<file path="src/rtl/instr_mem_ctrl.sv">
// rtl/instr_mem_ctrl.sv - instruction memory with fetch handshake, load port and boot-clear
module instr_mem_ctrl #(
    parameter int              DATA_W         = 16,
    parameter int              DEPTH          = 16,
    parameter int              PC_W           = 4,
    parameter logic [DATA_W-1:0] NOP_WORD     = '0,
    parameter bit              CLEAR_ON_RESET = 1'b1
) (
    input  logic              clk,
    input  logic              reset,
    input  logic              fetch_req,
    input  logic [PC_W-1:0]   fetch_pc,
    output logic              fetch_ready,
    output logic              instr_valid,
    output logic [DATA_W-1:0] instr_opcode,
    output logic [PC_W-1:0]   instr_pc,
    output logic              instr_err,
    input  logic              instr_ack,
    input  logic              flush,
    input  logic              load_en,
    input  logic [PC_W-1:0]   load_addr,
    input  logic [DATA_W-1:0] load_data,
    output logic              load_err,
    output logic              busy
);

    localparam int              AW        = (DEPTH > 1) ? $clog2(DEPTH) : 1;
    localparam logic [PC_W:0]   DEPTH_X   = (PC_W+1)'(DEPTH);
    localparam logic [PC_W-1:0] LAST_ADDR = PC_W'(DEPTH - 1);

    typedef enum logic {
        ST_CLEAR = 1'b0,
        ST_RUN   = 1'b1
    } state_t;

    state_t              state;
    state_t              state_n;
    logic [PC_W-1:0]     clr_cnt;
    logic [DATA_W-1:0]   mem [DEPTH];

    logic                fetch_in_range;
    logic                load_in_range;
    logic                accept;
    logic                load_we;
    logic                load_hit;
    logic [DATA_W-1:0]   rd_word;

    always_ff @(posedge clk or negedge reset) begin
        if (!reset) begin
            state <= CLEAR_ON_RESET ? ST_CLEAR : ST_RUN;
        end else begin
            state <= state_n;
        end
    end

    always_comb begin
        state_n = state;
        case (state)
            ST_CLEAR: if (clr_cnt == LAST_ADDR) state_n = ST_RUN;
            ST_RUN:   state_n = ST_RUN;
            default:  state_n = ST_RUN;
        endcase
    end

    always_comb begin
        busy        = 1'b0;
        fetch_ready = 1'b0;
        case (state)
            ST_CLEAR: busy = 1'b1;
            ST_RUN:   fetch_ready = !instr_valid || instr_ack;
            default:  fetch_ready = 1'b0;
        endcase
    end

    // Counter parks at the last address once the sweep is done.
    always_ff @(posedge clk or negedge reset) begin
        if (!reset) begin
            clr_cnt <= '0;
        end else if (state == ST_CLEAR && clr_cnt != LAST_ADDR) begin
            clr_cnt <= clr_cnt + 1'b1;
        end
    end

    assign fetch_in_range = {1'b0, fetch_pc}  < DEPTH_X;
    assign load_in_range  = {1'b0, load_addr} < DEPTH_X;
    assign accept         = fetch_req && fetch_ready && !flush;
    assign load_we        = (state == ST_RUN) && load_en && load_in_range;
    assign load_hit       = load_we && (load_addr == fetch_pc);

    always_ff @(posedge clk) begin
        if (state == ST_CLEAR) begin
            mem[clr_cnt[AW-1:0]] <= NOP_WORD;
        end else if (load_we) begin
            mem[load_addr[AW-1:0]] <= load_data;
        end
    end

    // Same-cycle load to the fetched address bypasses the array.
    always_comb begin
        rd_word = NOP_WORD;
        if (fetch_in_range) begin
            rd_word = load_hit ? load_data : mem[fetch_pc[AW-1:0]];
        end
    end

    always_ff @(posedge clk or negedge reset) begin
        if (!reset) begin
            instr_valid  <= 1'b0;
            instr_opcode <= NOP_WORD;
            instr_pc     <= '0;
            instr_err    <= 1'b0;
        end else if (flush) begin
            instr_valid  <= 1'b0;
        end else if (accept) begin
            instr_valid  <= 1'b1;
            instr_opcode <= rd_word;
            instr_pc     <= fetch_pc;
            instr_err    <= !fetch_in_range;
        end else if (instr_ack) begin
            instr_valid  <= 1'b0;
        end
    end

    always_ff @(posedge clk or negedge reset) begin
        if (!reset) begin
            load_err <= 1'b0;
        end else if (state == ST_RUN && load_en && !load_in_range) begin
            load_err <= 1'b1;
        end
    end

endmodule

</file>
<file path="config.mk">
export PLATFORM = sky130hd
export DESIGN_NAME = instr_mem_ctrl
export DESIGN_NICKNAME = d
export VERILOG_FILES = /design/src/rtl/instr_mem_ctrl.sv
export SDC_FILE = /design/constraint.sdc
export NUM_CORES = 1
export LEC_CHECK = 0
export CAP_MARGIN = 20
export CORE_AREA = 2 2 147 149
export DETAILED_ROUTE_END_ITERATION = 8
export DIE_AREA = 0 0 149 151
export GPL_TIMING_DRIVEN = 0
export HOLD_SLACK_MARGIN = 0.06
export PLACE_DENSITY = 0.85
export SYNTH_ARGS = -nofsm -noshare
export SYNTH_HDL_FRONTEND = slang
export SYNTH_SLANG_ARGS = --single-unit
</file>
<file path="constraint.sdc">
create_clock -name clk -period 5.6 [get_ports clk]
set_clock_uncertainty 0.2 [all_clocks]
set_input_delay 0.84 -clock clk [delete_from_list [all_inputs] [get_ports clk]]
set_output_delay 0.84 -clock clk [all_outputs]
set_load 0.02 [all_outputs]
</file>
Word-level counts from Yosys, hierarchy flattened
Memory sizes are Yosys's and may differ from the RTL's. A register that Yosys moved wholly into a read port is not among the register bits.
Cells that the tools add are included.
- register bits after elaboration: 10
- memory bits (writable): 256
- input port bits: 30
- output and inout port bits: 25
- logic and storage cells: 34
- memories kept: 1
- add/subtract/negate cells: 1
- equality and inequality tests: 2
- multiplexer cells: 13
- bitwise operators: 2
- reductions and logical operators: 11
- memories (memory ; depth ; bits a word ; rd ports ; clocked after memory_dff ; wr ports ; RTL line ; RTL):
    mem ; 16 ; 16 ; 1 ; 1 ; 1 ; 39 ; logic [DATA_W-1:0] mem [DEPTH];
- operators by type and width (operator ; count):
    2-to-1 mux 16 bit ; 1
    OR reduction 16 bit ; 1
    2-to-1 mux 1 bit ; 10
    adder 4 x 1 -> 4 bit, second input constant ; 1
    == test 4 bit, second input constant ; 1
    logical AND 1 bit ; 4
    2-to-1 mux 4 bit ; 1
    inequality test 4 bit, second input constant ; 1
    logical NOT 1 bit ; 3
    nonzero test 3 bit ; 1
    inverter 1 bit ; 2
    one-hot mux 1 bit (2 select lines) ; 1
    AND reduction 2 bit ; 1
    logical OR 1 bit ; 1

Logic depth before layout (Yosys ltp)
Gate-level depths: netlist of run 1.
- depth after elaboration: 7
- gate-level depth with buffers: 8
- depth with buffers taken out: 5

Worst setup path after synthesis of run 1
No wires, ideal clock.
- path kind: input-to-reg
- start point: input port load_en
- end point: memory mem[5][0], enable pin
- library setup time: 0.388 ns
- data arrival time: 2.178 ns
- required time: 5.012 ns
- setup slack: 2.833 ns
- stages on the path: 4
- buffers on the path: 1
- cell sequence: clkbuf_1 nand2_1 o32a_1 nor2_1
- longest elaborated chain between the ends: 6
- elaborated cells between the ends (all ways): 7
- those cells by class: 5 x mux; 2 x reduce/logical
- ends and longest elaborated chain (element ; RTL line ; RTL):
    from (decl) ; 20 ; input logic load_en,
    logical AND 1 bit (*) ; n/a ;
    2-to-1 mux 1 bit (*) ; 93 ; end else if (load_we) begin
    2-to-1 mux 1 bit (*) ; 91 ; if (state == ST_CLEAR) begin
    2-to-1 mux 1 bit (implied by the code) (*) ; 94 ; mem[load_addr[AW-1:0]] <= load_data;
    OR reduction 16 bit (no source line) ; n/a ;
    2-to-1 mux 4 bit (no source line) or 2-to-1 mux 1 bit (tied branches) ; n/a ;
    to (decl) ; 39 ;
Mark *: on every way between the ends. The rest lies on a longest branch, timed or not.

Final worst setup path of run 1
- start point: register state
- end point: output port busy
- longest elaborated chain between the ends: 1
- ends and longest elaborated chain (element ; RTL line ; RTL):
    from (decl) ; 36 ; state_t state;
    from (signal assigned) ; 50 ; state <= CLEAR_ON_RESET ? ST_CLEAR : ST_RUN;
    from (signal assigned) ; 52 ; state <= state_n;
    2-to-1 mux 1 bit ; 68 ; case (state)
    to (decl) ; 24 ; output logic busy
Every way passes these cells.

==> impl_metrics.json, run 1 <==
{
  "outcome": "finished clean",
  "overflow": 0,
  "relSlewSlack_pct": 28.6,
  "ys_types": 48,
  "syn2layout_area_growth_pct": 18.0,
  "maxSlewViolCount": 0,
  "critPathBufInv": 4,
  "hold_class": "reg2reg",
  "grt_first_pass_wirelength_um": 41200,
  "worstPathArrival_ns": 2.47,
  "fill_cells": 1322,
  "cp_num_cells": 4,
  "initial_core_util_pct": 54.2,
  "critPathTopFamily": "buffers and inverters",
  "die_x_um": 149,
  "leakagePower_nw": 4.71,
  "wl_per_cell_um": 27.5,
  "final-seq-area_mm2": 0.00834,
  "die-area_mm2": 0.0225,
  "multiInputGateArea_mm2": 0.00273,
  "ys_ff_latch": 282,
  "ys_async_sr_fraction_pct": 9.22,
  "yosysWarnings": 0,
  "grt_pass1_vias": 6732,
  "final_cell_mix": "edfxtp_1 (256), mux4_2 (61), clkdlybuf4s50_1 (50)",
  "netlist_area_mm2": 0.0113,
  "synth_edf_count": 256,
  "finalNetCount": 744,
  "place_congestion": 0.992,
  "syn_inst": 618,
  "portBuffers": 50,
  "ant_nets": 0,
  "cap_violations": 0,
  "grt_max_degree": 19,
  "path_cells": "buf_2 > clkbuf_1 > inv_1 > clkdlybuf4s50_1",
  "crit_fanout": 10,
  "slowest_delay_ns": 0.59,
  "cts.path.max_buffers": 3,
  "track_usage_pct": 25.2,
  "path_clk_slew_ns": 0.06,
  "p_per_area_mw_per_mm2": 349,
  "via_per_inst": 6.58,
  "cp_data_required_time_ns": 4.56,
  "grt_setup_unrepaired": "false",
  "io_pins": 55,
  "core-area_mm2": 0.0208,
  "fin_crit_sh_pct": 62.7,
  "cts_buffers": 28,
  "setup_viol": 0,
  "ctsResizeCount": 0,
  "setup.worst_path.end_class": "output port",
  "drt-total-wl_um": 27700,
  "tns_ns": 0,
  "worst_slew_pin_slew_ns": 1.07,
  "vdd_ir_drop_max_uv": 235,
  "fin_crit_ns": 3.51,
  "final_cells": 1010,
  "fmax_mhz": 285,
  "cts_setup_buffers": 0,
  "dp_hpwl_um": 18100,
  "hold_ws_ns": 0.278,
  "antenna_found_initial": 0,
  "ys.flop_type": "edfxtp_1",
  "rows": 53,
  "worst_path_max_delay_cell": "clkdlybuf4s50_1",
  "drc": 0,
  "hold_violations": 0,
  "cts_tree": "built",
  "dp.cells": 958,
  "diodes": 0,
  "min_path_cells": 2,
  "dr.pass1.iters": 5,
  "synth_seq_area_share_pct": 73.9,
  "syn_avg_cell_area_um2": 18.3,
  "drtIter0Drc": 911,
  "r2r_cells": 6,
  "drive_gt1_share_pct": 22.9,
  "layout_commonest_cell": "edfxtp_1",
  "cts.sinks": 282,
  "via_count": 6648,
  "holdBufCountCts": 0,
  "die_h_um": 151,
  "htreeDepth": 1,
  "critPathKind": "reg2out",
  "cts-root-buf": "clkbuf_16",
  "startpoint_type": "flip-flop",
  "clkLatencyLatePin_ns": 0.54
}
[kinds of logic after synthesis]
kind of cell / after synthesis / share of synthesized area, %
mux: 68 / 12.8
buf+inv: 48 / 2.31
xor+xnor: 5 / 0.388
compound gates: 93 / 5.31
flops: 282 / 73.9
other cells: 1 / 0.0332
simple gates: 120 / 5.14
fa+ha+maj: 1 / 0.111
[tightest hold or removal path, stage by stage, from the launching register on]
cell	delay (ns)
dfrtp_1	0.34
nand2_1	0.05
nand2_1	0.05
[layer usage]
metal | wire, um | up-vias | global-route usage (%)
met2 | 13700 | 515 | 41.7
met3 | 3060 | 104 | 5.06
met5 | 0 | - | 0
met4 | 1170 | 0 | 9.86
met1 | 9800 | 3336 | 33.5
li1 | - | 2693 | -
[synthesized netlist by cell type (6+ instances only)]
| master | number | share of area [%] |
|---|---|---|
| nand2_1 | 19 | 0.63 |
| edfxtp_1 | 256 | 68 |
| o22ai_1 | 30 | 1.7 |
| nor3_1 | 6 | 0.27 |
| o21ai_0 | 17 | 0.75 |
| nor2_1 | 45 | 1.5 |
| a21oi_1 | 7 | 0.31 |
| clkbuf_1 | 13 | 0.43 |
| mux4_2 | 61 | 12 |
| and3_1 | 16 | 0.89 |
| dfrtp_1 | 26 | 5.8 |
| a31oi_1 | 20 | 1.1 |
| buf_4 | 9 | 0.60 |
| inv_1 | 7 | 0.23 |
| nand2b_1 | 6 | 0.33 |
| nand3_1 | 13 | 0.58 |
| buf_2 | 15 | 0.67 |
[area by class of cell]
type	count	share of cell area, %
clock inverter	13	1.06
timing repair buffer	64	5.31
sequential	282	62.6
multi-input combinational	289	20.5
inverter	7	0.197
clock buffer	39	5.96
tap	275	2.58
buffer	41	1.76
[metrics by stage]
step                cell area, um2  worst slack, ns  power [W]  util (%)
finish                       13300             2.09    0.00464      64.0
global placement             12100             1.41    0.00276      58.3
floorplan                    11300             2.83    0.00261         -
CTS                          13300             2.16    0.00464      64.0
global route                 13300             2.04    0.00475      64.0
detailed placement           12400             1.95    0.00278      59.5
[final timing paths]
| check | startpoint | endpoint | slack (ns) |
|---|---|---|---|
| setup / recovery | state | busy | 2.09 |
| hold / removal | instr_pc[2] | instr_pc[2] | 0.28 |
| setup reg to reg | state | mem[13][11] | 2.43 |
| hold reg to reg | instr_pc[2] | instr_pc[2] | 0.28 |
| max in group asynchronous | reset | instr_opcode[11] | 4.26 |
| min in group asynchronous | reset | clr_cnt[2] | 0.42 |
[power by group]
part           switching (W)  total, W  leakage, nW  internal, W
clock network       0.000770   0.00189        0.448      0.00112
logic               0.000232  0.000388         1.34     0.000156
registers          0.0000268   0.00236         2.92      0.00234
total                0.00103   0.00464         4.71      0.00362
[flip-flops by register name (all words and copies together), names as in the netlist]
signal and count:
mem 256, instr_opcode 16, state 1, clr_cnt 4, instr_valid 1, instr_pc 4
(Power assumes the default switching activity.)
==> run 2, diff against run 1 <==
CORE_AREA = 2 2 148 150   (was 2 2 147 149)
DIE_AREA = 0 0 150 152   (was 0 0 149 151)
PLACE_DENSITY = 0.87   (was 0.85)
clock period = 3.2 ns   (was 5.6 ns; I/O delays follow)
==> run 2 against run 1 <==
Compared with the run above: clock-buffer cell count is 1 lower; non-clock buffer count is 2 lower; hold slack worse by 0.17 ns; sequential cell count stayed put; sequential share of layout area is 0.053 points higher; utilization is 1.6 points lower.
==> impl_metrics.json, run 2 (synthesis results as in run 1) <==
{
  "power_frac_comb_pct": 8.7,
  "diodes": 0,
  "largest_register_ffs": 256,
  "dp_hpwl_um": 17600,
  "grt_first_pass_wirelength_um": 41200,
  "track_usage_pct": 24.6,
  "cts.path.max_buffers": 3,
  "final_cell_mix": "edfxtp_1 (256), mux4_2 (61), clkdlybuf4s50_1 (50)",
  "cap_violations": 0,
  "fin_crit_ns": 2.93,
  "via_count": 6751,
  "internal_power_w": 0.00621,
  "drc": 0,
  "grt_setup_unrepaired": "false",
  "p_per_area_mw_per_mm2": 603,
  "hold_class": "in2async",
  "cts_buffers": 26,
  "vdd_ir_drop_max_uv": 356,
  "drive_gt1_share_pct": 23.0,
  "placed_cell_area_mm2": 0.0124,
  "cts_setup_buffers": 0,
  "switchingPower_w": 0.00181,
  "die_h_um": 152,
  "rows": 54,
  "cp_data_required_time_ns": 3.15,
  "dr.pass1.iters": 5,
  "wl_per_cell_um": 27.5,
  "finalNetCount": 740,
  "worst_slew_pin_slew_ns": 1.03,
  "htreeDepth": 1,
  "fill_cells": 1373,
  "setup_viol": 0,
  "final_cells": 1009,
  "cp-startpoint": "load_en",
  "antenna_found_initial": 0,
  "dp.cells": 962,
  "switching_share_pct": 22.5,
  "cts.sinks": 282,
  "place_congestion": 0.877,
  "startpoint_type": "input pin",
  "fmax_mhz": 342,
  "hold_violations": 0,
  "crit_fanout": 16,
  "die_x_um": 150,
  "io_pins": 55,
  "drtIter0Drc": 1013,
  "final_area_mm2": 0.0133,
  "critPathKind": "in2reg",
  "setup.worst_path.end_class": "flip-flop",
  "holdBufCountCts": 0,
  "clkLatencyLatePin_ns": 0.54,
  "cts-root-buf": "clkbuf_16",
  "cts_tree": "built",
  "grt_max_degree": 19,
  "grt_pass1_vias": 6787,
  "path_clk_slew_ns": 0.06,
  "p_seq_share_pct": 51.4,
  "portBuffers": 50,
  "maxSlewViolCount": 0,
  "overflow": 0,
  "r2r_start": "state",
  "ant_nets": 0,
  "fin_crit_sh_pct": 91.5,
  "syn2layout_area_growth_pct": 17.9,
  "outcome": "finished clean",
  "core-area_mm2": 0.0214,
  "leakagePower_nw": 4.70,
  "layout_commonest_cell": "edfxtp_1",
  "die-area_mm2": 0.0228,
  "initial_core_util_pct": 52.9,
  "drt-total-wl_um": 27700,
  "via_per_inst": 6.69,
  "pwr-share-clk_pct": 39.9,
  "relSlewSlack_pct": 31.4,
  "worstPathArrival_ns": 2.87
}
## run 2: cell types whose count changed in the layout (fill, tap and decap cells not counted)
cell	before	now
clkinv_4	0	2
buf_16	0	4
clkbuf_16	29	26
buf_8	14	9
clkinvlp_4	2	1
clkinv_2	1	2
clkinv_1	6	0
clkbuf_8	3	4
clkinv_8	0	1
## run 2: final timing paths
path | end | slack (ns) | cells past startpoint
hold reg to reg | instr_pc[3] | 0.30 | 2
setup reg to reg | mem[1][5] | 0.28 | 5
setup / recovery | mem[7][0] | 0.27 | 5
hold / removal | instr_opcode[6] | 0.10 | 1
max in group asynchronous | instr_pc[1] | 2.20 | 2
min in group clk | instr_pc[3] | 0.24 | 3
## run 2: final cells by class
| type | count | area, um2 | area share, % |
|---|---|---|---|
| Multi-Input combinational cell | 289 | 2730 | 20.5 |
| Sequential cell | 282 | 8340 | 62.7 |
| Timing Repair Buffer | 63 | 742 | 5.58 |
| Buffer | 40 | 230 | 1.73 |
| Inverter | 7 | 26.3 | 0.197 |
| Clock buffer | 38 | 736 | 5.53 |
| Clock inverter | 10 | 150 | 1.13 |
| Tap cell | 280 | 350 | 2.63 |
## run 2: per-layer routing
| layer | part of all wire [%] | GRT usage, % | wire length [um] | up-vias |
|---|---|---|---|---|
| li1 | - | - | - | 2686 |
| met1 | 34 | 32.3 | 9440 | 3337 |
| met2 | 49 | 39.9 | 13500 | 596 |
| met3 | 12 | 4.86 | 3230 | 132 |
| met4 | 5.5 | 11.1 | 1520 | 0 |
| met5 | 0 | 0 | 0 | - |
## run 2: critical path, stage by stage
cell	delay (ns)
clkdlybuf4s50_1	0.58
clkbuf_1	0.43
nand2_1	0.14
o32a_1	0.42
nor2_2	0.81
## run 2: metrics by stage
stage | total power (W) | util (%) | hold slack [ns] | TNS [ns] | worst slack (ns)
after detailed placement | 0.00487 | 58.2 | 0.274 | -12.10 | -0.218
after global placement | 0.00483 | 56.9 | 0.266 | -143.36 | -0.704
final | 0.00802 | 62.3 | 0.104 | 0 | 0.273
after global routing | 0.00819 | 62.3 | 0.127 | 0 | 0.153
after CTS | 0.00802 | 62.3 | 0.0963 | -0.205 | -0.0223
after floorplan | 0.00456 | - | -0.0156 | 0 | 0.569
## run 2: power by group through the flow
stage                     combinational (W)  clock, W  sequential [W]
after floorplan                    0.000315         0         0.00425
after detailed placement           0.000671         0         0.00420
after global routing               0.000727   0.00333         0.00413
final                              0.000695   0.00320         0.00413
after global placement             0.000631         0         0.00420
after CTS                          0.000684   0.00321         0.00412
## run 2: what timing repair did
action,CTS,global route
gates resized for setup,0,0
setup endpoints to repair,22,65
endpoints found under the hold margin,0,0
==> run 3, diff against run 2 <==
HOLD_SLACK_MARGIN = 0.1   (was 0.06)
==> run 3 against run 2 <==
Compared with the run above: fmax up 0.24%; clock power barely moved; sequential power about the same; design area about the same; cell count barely moved; first-iteration DRC count fell by 7.8%; critical path type unchanged; largest cell class unchanged.
==> impl_metrics.json, run 3 (synthesis results as in run 1) <==
{
  "switching_share_pct": 22.4,
  "io_pins": 55,
  "p_seq_share_pct": 51.5,
  "pwr-share-clk_pct": 39.8,
  "r2r_cells": 5,
  "ant_nets": 0,
  "cp_data_required_time_ns": 3.15,
  "hold_ws_ns": 0.226,
  "die-area_mm2": 0.0228,
  "cts_tree": "built",
  "diodes": 0,
  "placed_cell_area_mm2": 0.0124,
  "dr.pass1.iters": 8,
  "maxSlewViolCount": 0,
  "finalNetCount": 741,
  "p_per_area_mw_per_mm2": 602,
  "grt_max_degree": 19,
  "grt_setup_unrepaired": "false",
  "rows": 54,
  "final-seq-area_mm2": 0.00834,
  "track_usage_pct": 24.6,
  "dp_hpwl_um": 17600,
  "min_from": "fetch_pc[3]",
  "cp-startpoint": "load_en",
  "fmax_mhz": 342,
  "multiInputGateArea_mm2": 0.00273,
  "overflow": 0,
  "layout_commonest_cell": "edfxtp_1",
  "core-area_mm2": 0.0214,
  "grt_first_pass_wirelength_um": 41200,
  "worst_slew_pin_slew_ns": 1.01,
  "path_clk_slew_ns": 0.06,
  "via_count": 6602,
  "outcome": "finished clean",
  "cts.sinks": 282,
  "htreeDepth": 1,
  "grt_pass1_vias": 6775,
  "min_path_cells": 3,
  "final_area_mm2": 0.0133,
  "wl_per_cell_um": 27.4,
  "power_frac_comb_pct": 8.7,
  "dp.cells": 962,
  "critPathKind": "in2reg",
  "setup_viol": 0,
  "cts.path.max_buffers": 3,
  "die_h_um": 152,
  "ctsResizeCount": 0,
  "drtIter0Drc": 934,
  "cts-root-buf": "clkbuf_16",
  "antenna_found_initial": 0,
  "via_per_inst": 6.54,
  "relSlewSlack_pct": 32.4,
  "vdd_ir_drop_max_uv": 357,
  "drive_gt1_share_pct": 23.0,
  "r2r_start": "state",
  "internal_power_w": 0.00622,
  "drc": 0,
  "final_cells": 1010,
  "crit_fanout": 16,
  "portBuffers": 50,
  "fin_crit_ns": 2.92,
  "fin_crit_sh_pct": 91.2,
  "initial_core_util_pct": 52.9,
  "worstPathArrival_ns": 2.87,
  "startpoint_type": "input pin",
  "leakagePower_nw": 4.70,
  "cap_violations": 0,
  "fill_cells": 1372,
  "die_x_um": 150,
  "switchingPower_w": 0.00179,
  "syn2layout_area_growth_pct": 18.0,
  "setup.worst_path.end_class": "flip-flop",
  "hold_violations": 0,
  "place_congestion": 0.877,
  "cts_buffers": 26,
  "drt-total-wl_um": 27600,
  "hold_class": "in2reg",
  "clkLatencyLatePin_ns": 0.54,
  "largest_register_ffs": 256,
  "final_cell_mix": "edfxtp_1 (256), mux4_2 (61), clkdlybuf4s50_1 (50)"
}
## run 3: worst paths after layout
| check | slack (ns) | endpoint |
|---|---|---|
| min reg2reg | 0.29 | instr_pc[3] |
| max | 0.28 | mem[5][0] |
| max in group asynchronous | 1.67 | instr_valid |
| max reg2reg | 0.31 | mem[1][5] |
| min in group asynchronous | 0.63 | instr_pc[3] |
| min | 0.23 | instr_pc[3] |
## run 3: critical path, stage by stage
cell and delay [ns]:
clkdlybuf4s50_1 0.59, clkbuf_1 0.43, nand2_1 0.14, o32a_1 0.42
nor2_2 0.80
## run 3: power groups by stage
stage | clock network (W) | logic, W | registers (W)
2_1_floorplan | 0 | 0.000315 | 0.00425
3_3_place_gp | 0 | 0.000631 | 0.00420
4_1_cts | 0.00321 | 0.000685 | 0.00412
5_1_grt | 0.00333 | 0.000728 | 0.00413
6_report | 0.00319 | 0.000694 | 0.00413
3_5_place_dp | 0 | 0.000671 | 0.00420
## run 3: cell type report
class                      instances  area share (%)
sequential                       282            62.6
multi-input combinational        289            20.5
clock buffer                      38            5.53
buffer                            40            1.73
tap                              280            2.63
inverter                           7           0.197
timing repair buffer              64            5.65
clock inverter                    10            1.13
## run 3: metal layers
| layer | track usage, % | share of wire (%) | up-vias |
|---|---|---|---|
| met1 | 32.4 | 35 | 3305 |
| met3 | 4.89 | 11 | 110 |
| met2 | 39.8 | 49 | 507 |
| met4 | 11.1 | 5.0 | 0 |
| met5 | 0 | 0 | - |
| li1 | - | - | 2680 |
## run 3: metrics by stage
stage / TNS, ns / total power [W] / util, % / setup slack [ns]
after global routing: 0 / 0.00819 / 62.4 / 0.142
after CTS: -0.205 / 0.00802 / 62.4 / -0.0223
final: 0 / 0.00801 / 62.4 / 0.280
after global placement: -143.36 / 0.00483 / 56.9 / -0.704
after detailed placement: -12.10 / 0.00487 / 58.2 / -0.218
after floorplan: 0 / 0.00456 / - / 0.569
## run 3: repair_timing
action	4_1_cts	5_1_grt
setup buffers	0	0
endpoints found under the setup margin	22	65
hold endpoints to repair	4	0
hold buffers	1	0
